===== src/rtl/active_list.sv =====
// In-order retirement buffer: allocates at dispatch, marks entries done on
// out-of-order completion, and retires one done entry per cycle from the head.
module active_list #(
  parameter int ADDR_WIDTH      = 32,
  parameter int REG_ADDR_WIDTH  = 5,
  parameter int FREE_LIST_WIDTH = 3
) (
  input  logic                       clk,
  input  logic                       rst_n,
  input  logic                       flush,
  input  logic                       alloc_valid,
  output logic                       alloc_ready,
  output logic [FREE_LIST_WIDTH-1:0] alloc_index,
  input  logic [ADDR_WIDTH-1:0]      alloc_pc,
  input  logic                       alloc_wb_reg,
  input  logic [REG_ADDR_WIDTH-1:0]  alloc_virtual_addr,
  input  logic [REG_ADDR_WIDTH:0]    alloc_physical_addr,
  input  logic [REG_ADDR_WIDTH:0]    alloc_old_physical_addr,
  input  logic                       complete_valid,
  input  logic [FREE_LIST_WIDTH-1:0] complete_index,
  output logic                       commit_valid,
  output logic [FREE_LIST_WIDTH-1:0] commit_index,
  output logic [ADDR_WIDTH-1:0]      commit_pc,
  output logic                       commit_wb_reg,
  output logic [REG_ADDR_WIDTH-1:0]  commit_virtual_addr,
  output logic [REG_ADDR_WIDTH:0]    commit_physical_addr,
  output logic [REG_ADDR_WIDTH:0]    commit_free_addr,
  output logic [FREE_LIST_WIDTH:0]   count,
  output logic                       empty,
  output logic                       full
);

  localparam int DEPTH = 1 << FREE_LIST_WIDTH;
  localparam logic [FREE_LIST_WIDTH:0] DEPTH_CNT = (FREE_LIST_WIDTH+1)'(DEPTH);

  logic [FREE_LIST_WIDTH-1:0] head_q, tail_q;
  logic [FREE_LIST_WIDTH:0]   count_q;
  logic [DEPTH-1:0]           valid_q, done_q;

  logic [ADDR_WIDTH-1:0]     pc_mem     [DEPTH];
  logic                      wb_mem     [DEPTH];
  logic [REG_ADDR_WIDTH-1:0] vaddr_mem  [DEPTH];
  logic [REG_ADDR_WIDTH:0]   paddr_mem  [DEPTH];
  logic [REG_ADDR_WIDTH:0]   old_pa_mem [DEPTH];

  logic alloc_fire, commit_fire, complete_fire;

  assign full        = (count_q == DEPTH_CNT);
  assign empty       = (count_q == '0);
  assign alloc_ready = !full;
  assign alloc_index = tail_q;
  assign count       = count_q;

  // Readiness is judged on the registered count only; a same-cycle retire
  // never frees a slot for a same-cycle allocation.
  assign alloc_fire    = alloc_valid && !full && !flush;
  assign commit_fire   = valid_q[head_q] && done_q[head_q] && !flush;
  assign complete_fire = complete_valid && valid_q[complete_index] && !flush;

  // NOTE: payload storage carries no reset; valid_q gates every use of it,
  // so clearing it would only cost reset fan-out.
  always_ff @(posedge clk) begin
    if (alloc_fire) begin
      pc_mem[tail_q]     <= alloc_pc;
      wb_mem[tail_q]     <= alloc_wb_reg;
      vaddr_mem[tail_q]  <= alloc_virtual_addr;
      paddr_mem[tail_q]  <= alloc_physical_addr;
      old_pa_mem[tail_q] <= alloc_old_physical_addr;
    end
  end

  // NOTE: state uses non-blocking assignments; later writes to the same bit
  // in this block win, so the order complete -> commit -> alloc is deliberate.
  always_ff @(posedge clk or negedge rst_n) begin
    if (!rst_n) begin
      head_q               <= '0;
      tail_q               <= '0;
      count_q              <= '0;
      valid_q              <= '0;
      done_q               <= '0;
      commit_valid         <= 1'b0;
      commit_index         <= '0;
      commit_pc            <= '0;
      commit_wb_reg        <= 1'b0;
      commit_virtual_addr  <= '0;
      commit_physical_addr <= '0;
      commit_free_addr     <= '0;
    end else if (flush) begin
      head_q       <= '0;
      tail_q       <= '0;
      count_q      <= '0;
      valid_q      <= '0;
      done_q       <= '0;
      commit_valid <= 1'b0;
    end else begin
      commit_valid <= commit_fire;
      if (complete_fire) done_q[complete_index] <= 1'b1;
      if (commit_fire) begin
        valid_q[head_q]      <= 1'b0;
        done_q[head_q]       <= 1'b0;
        head_q               <= head_q + 1'b1;
        commit_index         <= head_q;
        commit_pc            <= pc_mem[head_q];
        commit_wb_reg        <= wb_mem[head_q];
        commit_virtual_addr  <= vaddr_mem[head_q];
        commit_physical_addr <= paddr_mem[head_q];
        commit_free_addr     <= old_pa_mem[head_q];
      end
      if (alloc_fire) begin
        valid_q[tail_q] <= 1'b1;
        done_q[tail_q]  <= 1'b0;
        tail_q          <= tail_q + 1'b1;
      end
      count_q <= count_q + (FREE_LIST_WIDTH+1)'(alloc_fire)
                         - (FREE_LIST_WIDTH+1)'(commit_fire);
    end
  end

endmodule


===== config.mk =====
export PLATFORM = sky130hd
export DESIGN_NAME = active_list
export DESIGN_NICKNAME = d
export VERILOG_FILES = /design/src/rtl/active_list.sv
export SDC_FILE = /design/constraint.sdc
export NUM_CORES = 1
export LEC_CHECK = 0
export CAP_MARGIN = 10
export CORE_ASPECT_RATIO = 1.4
export CORE_UTILIZATION = 57
export CTS_CLUSTER_SIZE = 16
export DETAILED_ROUTE_END_ITERATION = 12
export DONT_BUFFER_PORTS = 1
export PLACE_DENSITY = 0.7
export SLEW_MARGIN = 20
export SYNTH_ARGS = -nofsm -noshare
export SYNTH_HDL_FRONTEND = slang
export SYNTH_SLANG_ARGS = --single-unit

===== constraint.sdc =====
create_clock -name clk -period 15.5 [get_ports clk]
set_input_delay 2.325 -clock clk [delete_from_list [all_inputs] [get_ports clk]]
set_output_delay 2.325 -clock clk [all_outputs]
set_load 0.02 [all_outputs]

==> summary.md, run 1 <==
| Metric | Value |
|---|---|
| Setup CP Type | in2reg |
| DIE AREA | 33200 um2 |
| Most frequent cells in the layout | edfxtp_1, dfrtp_1, mux2_2 |
| Layout cell share with drive strength beyond 1 | 0.197 |
| Total CTS buffers | 43 |
| Vias | 9807 |
| Internal power | 0.00218 W |
| Final setup vio count | 0 |
| Initial drt markers | 828 |
| Pleak | 6.81 nW |
| Vias in the first global route | 10000 |
| Largest net degree at the start of global routing | 81 |
| Final net count | 1126 |
| Post-synthesis sequential area ratio | 0.757 |
| Yosys warns | 0 |
| Clock share of power | 0.404 |
| Clk sink count | 480 |
| CP endpoint kind | flop |
| Die height | 215 um |
| Number of synthesized flops with an enable pin | 400 |
| Layout area overhead | 10.1% |
| Reg power frac | 0.552 |
| Largest Register | pc_mem |
| Via density | 6.59 |
| Most common cell after layout, fill and taps aside | edfxtp_1 |
| Startpoint types | input port |
| Worst slew pin tran | 1.13 ns |
| Ports | 122 |
| Post-Synth XOR/XNOR Area | 0.00189 |
| RSZ-0062 raised after global routing | no |
| Overflow after GRT | 0 |
| Hold Path Class | reg2reg |
| First-pass GRT wire length | 60.5 mm |
| Synth Area in Compound Gates | 0.0915 |
| Simple-gate portion of the synthesized area | 0.0364 |
| Net switching power figure | 0.000591 W |
| Hold Violations, Final | 0 |
| Pwr/cell area | 136 nW/um2 |
| Fin crit period | 4.74 ns |
| Reg-to-reg endpoint | count[2] |
| CTS tree | done |
| Max-Cap Viols | 0 |
| Top_reg_cell synth | edfxtp_1 |
| Initial Utilization | 0.582 |
| Status | completed |
| Crit share post-route | 0.306 |
| Syn Area/Cell | 17.4 um2 |
| H-tree depth | 2 |
| Syn Nets | 1128 |
| ANT cells | 0 |
| Combinational group share of total power | 0.044 |
| Total GRT Usage | 0.246 |
| Post-detailed-route wirelength per cell | 26.9 um |
| Worst setup path endpoint | old_pa_mem[3][2] |
| Clock Pin Slew Worst Setup and Hold Paths | 0.06 ns |
| Yosys reg bits | 480 |
| Filler Cell Count | 2145 |
| DR pass1 iterations | 5 |
| Max Clk Rate | 211 MHz |
| Max VDD drop | 0.0828 mV |
| HPWL Detailed | 21.6 mm |
| Initial antenna violation count | 0 |
| Required time worst endpoint | 15.68 ns |
| Largest register FFs | 256 |
| Critical Path Source | flush |
| DRC | 0 |
| Arr. time, crit path | 4.92 ns |
| Setup bufs post-CTS | 0 |
| Die X | 154 um |
| Clock Latency Late Sink | 0.56 ns |
| Slew HR | 0.243 |
| IO buf count | 0 |
| Largest family of logic cells by synthesized area | compound AO/OA/AOI/OAI gates |
| Mapped cell area | 18500 um2 |
| Adder and majority cell fraction of the synthesized area | 0.00649 |
| Launching point of the worst reg2reg path | head_q[2] |
| Deepest clock path buffer count | 3 |
| Net Sw Frac | 0.214 |
| Gates resized, CTS repair | 0 |
| Row count | 77 |
| Total routed wirelength | 40.1 mm |
| Max-slew violation count | 0 |
| Post-synth ARST share | 0.167 |
| Worst r2r path cells | 11 |
| Mapped Cells | 1061 |
| Core Region | 31800 um2 |
| Count of different cell masters after synthesis | 58 |
| Root Driver | clkbuf_16 |
| Pre-CTS setup slack | 10.19 ns |
| Clock skew | 0.0112 ns |
| Hold-fix buffers, CTS | 0 |
| R2r setup slk | 11.69 ns |
| Gpl congestion | 0.776 |
| Mux share of post-synthesis cell area | 0.0846 |
| CP Max Fanout | 43 |
| Largest registers | pc_mem (256), old_pa_mem (48), paddr_mem (48) |
| Fin worst setup slack | 10.76 ns |
| Post-route setup TNS | 0 ns |
| ANT nets after route | 0 |
==> stage by stage <==
step	area, um2	total power [W]	instances	hold slack [ns]	utilization
3_5_place_dp	18900	0.00168	1408	0.535	0.593
2_1_floorplan	18500	0.00164	1061	0.498	-
5_1_grt	20400	0.00285	1489	0.581	0.641
4_1_cts	20400	0.00279	1488	0.544	0.641
3_3_place_gp	18900	0.00167	1408	0.524	0.593
6_report	20400	0.00277	1489	0.544	0.641
==> metal layers <==
layer  track usage  wire length (um)
met1         0.314             15600
met2         0.427             20500
met3        0.0492              3070
met4        0.0739               941
met5             0                 0
==> worst min-delay path by stage <==
| stage | startpoint | to | depth (start not counted) |
|---|---|---|---|
| final | valid_q[2] | valid_q[2] | 2 |
| after global routing | valid_q[2] | valid_q[2] | 2 |
| after CTS | valid_q[2] | valid_q[2] | 2 |
| after detailed placement | valid_q[2] | valid_q[2] | 2 |
| after global placement | valid_q[5] | valid_q[5] | 2 |
| after floorplan | valid_q[5] | valid_q[5] | 2 |
==> layout make-up <==
cell class                      instances  area [um2]  share of cell area
Clock buffer                           55        1180              0.0580
Sequential cell                       480       14000               0.688
Clock inverter                         25         327              0.0160
Inverter                               16        60.1             0.00295
Multi-Input combinational cell        499        4160               0.204
Timing Repair Buffer                   19         143             0.00700
Tap cell                              395         494              0.0242
==> synthesized netlist by cell type (6+ instances only) <==
cell type | n | share of area
a22oi_1 | 28 | 0.011
nand2_1 | 37 | 0.0075
buf_2 | 25 | 0.0068
dfrtp_1 | 80 | 0.11
a22o_1 | 17 | 0.0080
mux2i_1 | 23 | 0.012
ha_1 | 8 | 0.0054
nor2_1 | 39 | 0.0079
mux4_2 | 20 | 0.024
edfxtp_1 | 400 | 0.65
o21ai_0 | 18 | 0.0049
o22ai_1 | 13 | 0.0044
nand3_1 | 10 | 0.0027
a21oi_1 | 22 | 0.0059
nor3_1 | 9 | 0.0024
mux2_2 | 76 | 0.046
buf_4 | 8 | 0.0032
clkbuf_1 | 25 | 0.0051
inv_1 | 14 | 0.0028
nor2b_1 | 11 | 0.0037
nand4_1 | 6 | 0.0020
o211ai_1 | 11 | 0.0045
a31oi_1 | 33 | 0.011
a221oi_1 | 60 | 0.028
==> power groups by stage <==
stage / combinational (W) / clock [W] / sequential, W
after floorplan: 0.0000909 / 0 / 0.00155
after global placement: 0.000119 / 0 / 0.00155
after detailed placement: 0.000122 / 0 / 0.00156
after CTS: 0.000123 / 0.00113 / 0.00153
after global routing: 0.000132 / 0.00118 / 0.00153
final: 0.000120 / 0.00112 / 0.00153
==> kinds of logic after synthesis <==
logic type | Yosys count
flip-flops | 480
AO/OA/AOI/OAI | 227
AND/OR/NAND/NOR | 138
multiplexers | 121
buffers and inverters | 82
adder cells (fa/ha/maj) | 9
XOR/XNOR | 4
==> critical path, stage by stage <==
cell and delay [ns]:
inv_1 0.34, nand4_1 0.46, nor3b_2 1.04, buf_4 0.72
Note: power is estimated with default switching activity, not from simulation.
==> run 2, diff against run 1 <==
clock period = 4.4 ns   (was 15.5 ns; I/O delays follow)
==> summary.md, run 2 (synthesis results as in run 1) <==
| Metric | Value |
|---|---|
| RSZ-0062 raised after global routing | no |
| Status | completed |
| Reg-to-reg endpoint | count[2] |
| Max layer used | met4 |
| CP Max Fanout | 58 |
| Final net count | 1140 |
| Max-slew violation count | 0 |
| ANT cells | 0 |
| Core Region | 31800 um2 |
| WL met2 | 21.1 mm |
| Largest register FFs | 256 |
| Hold WS | 0.0336 ns |
| Max VDD drop | 0.337 mV |
| Row count | 77 |
| Startpoint types | flop |
| Hold Violations, Final | 0 |
| Largest Register | pc_mem |
| Setup bufs post-CTS | 0 |
| ANT nets after route | 0 |
| Initial drt markers | 830 |
| Gates resized, CTS repair | 0 |
| Root Driver | clkbuf_16 |
| Largest net degree at the start of global routing | 81 |
| Clock Latency Late Sink | 0.55 ns |
| Hold Path Class | in2async |
| Clock skew | 0.0115 ns |
| H-tree depth | 2 |
| Clk sink count | 480 |
| Setup CP Type | reg2reg |
| Total CTS buffers | 44 |
| Worst slew pin tran | 1.03 ns |
| Via density | 6.60 |
| IO buf count | 0 |
| Gpl congestion | 0.785 |
| Largest registers | pc_mem (256), old_pa_mem (48), paddr_mem (48) |
| Slew HR | 0.310 |
| DIE AREA | 33200 um2 |
| Pleak | 6.84 nW |
| Met3 routed WL | 3.78 mm |
| Clock Pin Slew Worst Setup and Hold Paths | 0.06 ns |
| Max-Cap Viols | 0 |
| Initial Utilization | 0.582 |
| Most frequent cells in the layout | edfxtp_1, dfrtp_1, mux2_2 |
| Hold-fix buffers, CTS | 1 |
| CTS tree | done |
| Die X | 154 um |
| Layout cell share with drive strength beyond 1 | 0.200 |
| Launching point of the worst reg2reg path | head_q[2] |
| Fin crit period | 3.14 ns |
| Deepest clock path buffer count | 3 |
| DR pass1 iterations | 5 |
| Layout area overhead | 10.4% |
| Initial antenna violation count | 1 |
| Vias in the first global route | 10300 |
| DRC | 0 |
| Arr. time, crit path | 3.59 ns |
| Post-detailed-route wirelength per cell | 27.4 um |
| Die height | 215 um |
| Total routed wirelength | 41.1 mm |
| Pwr/cell area | 469 nW/um2 |
| Max Clk Rate | 318 MHz |
| Final setup vio count | 0 |
| Metal1 wirelength | 15.1 mm |
| Crit share post-route | 0.715 |
| Ports | 122 |
| Total power | 0.00958 W |
| Overflow after GRT | 0 |
| CP endpoint kind | flop |
| R2r setup slk | 1.26 ns |
| Worst r2r path cells | 10 |
| Vias | 9925 |
| HPWL Detailed | 22.5 mm |
| Required time worst endpoint | 4.85 ns |
| First-pass GRT wire length | 62.3 mm |
| Most common cell after layout, fill and taps aside | edfxtp_1 |
| Total GRT Usage | 0.255 |
==> run 2: metal layers <==
metal  up-vias  GRT usage
li1       4309          -
met1      5069      0.312
met2       466      0.435
met3        81     0.0676
met4         0     0.0964
met5         -          0
==> run 2: worst max-delay path by stage <==
| stage | from | end | slack [ns] | depth (start not counted) |
|---|---|---|---|---|
| 2_1_floorplan | count[2] | old_pa_mem[0][0] | -0.38 | 6 |
| 3_3_place_gp | flush | pc_mem[3][17] | 1.29 | 4 |
| 3_5_place_dp | head_q[2] | count[2] | 1.25 | 10 |
| 4_1_cts | head_q[2] | count[2] | 1.24 | 10 |
| 5_1_grt | head_q[2] | commit_pc[24] | 1.08 | 6 |
| 6_report | head_q[2] | count[2] | 1.26 | 10 |
==> run 2: metrics by stage <==
stage	setup TNS [ns]	instances	utilization	worst slack (ns)	area, um2
after global placement	0	1419	0.597	1.29	19000
after global routing	0	1504	0.643	1.08	20400
final	0	1504	0.643	1.26	20400
after detailed placement	0	1421	0.597	1.25	19000
after CTS	0	1504	0.643	1.24	20400
after floorplan	-19.51	1061	-	-0.380	18500
==> run 2: final cells by class <==
| type | instances | area, um2 |
|---|---|---|
| clock buffers | 67 | 1290 |
| clock inverters | 15 | 133 |
| fillers | 2198 | 11400 |
| inverters | 16 | 60.1 |
| multi-input cells | 499 | 4180 |
| flip-flops and latches | 480 | 14000 |
| well taps | 395 | 494 |
| repair buffers | 32 | 260 |
==> run 2: report_power, final <==
group / internal (W) / leakage [nW] / switching, W
combinational: 0.000181 / 1.47 / 0.000270
sequential: 0.00517 / 4.67 / 0.000228
clock: 0.00215 / 0.703 / 0.00159
==> run 2: worst max-delay path, cell delays in order (launching register included) <==
cell and delay [ns]:
dfrtp_4 0.97, mux2i_1 0.35, nor3_2 0.10, a211oi_4 0.34, nor3_4 0.07, ha_1 0.27
inv_1 0.04, ha_1 0.21, fa_1 0.44, xnor2_1 0.17, nor2_1 0.06
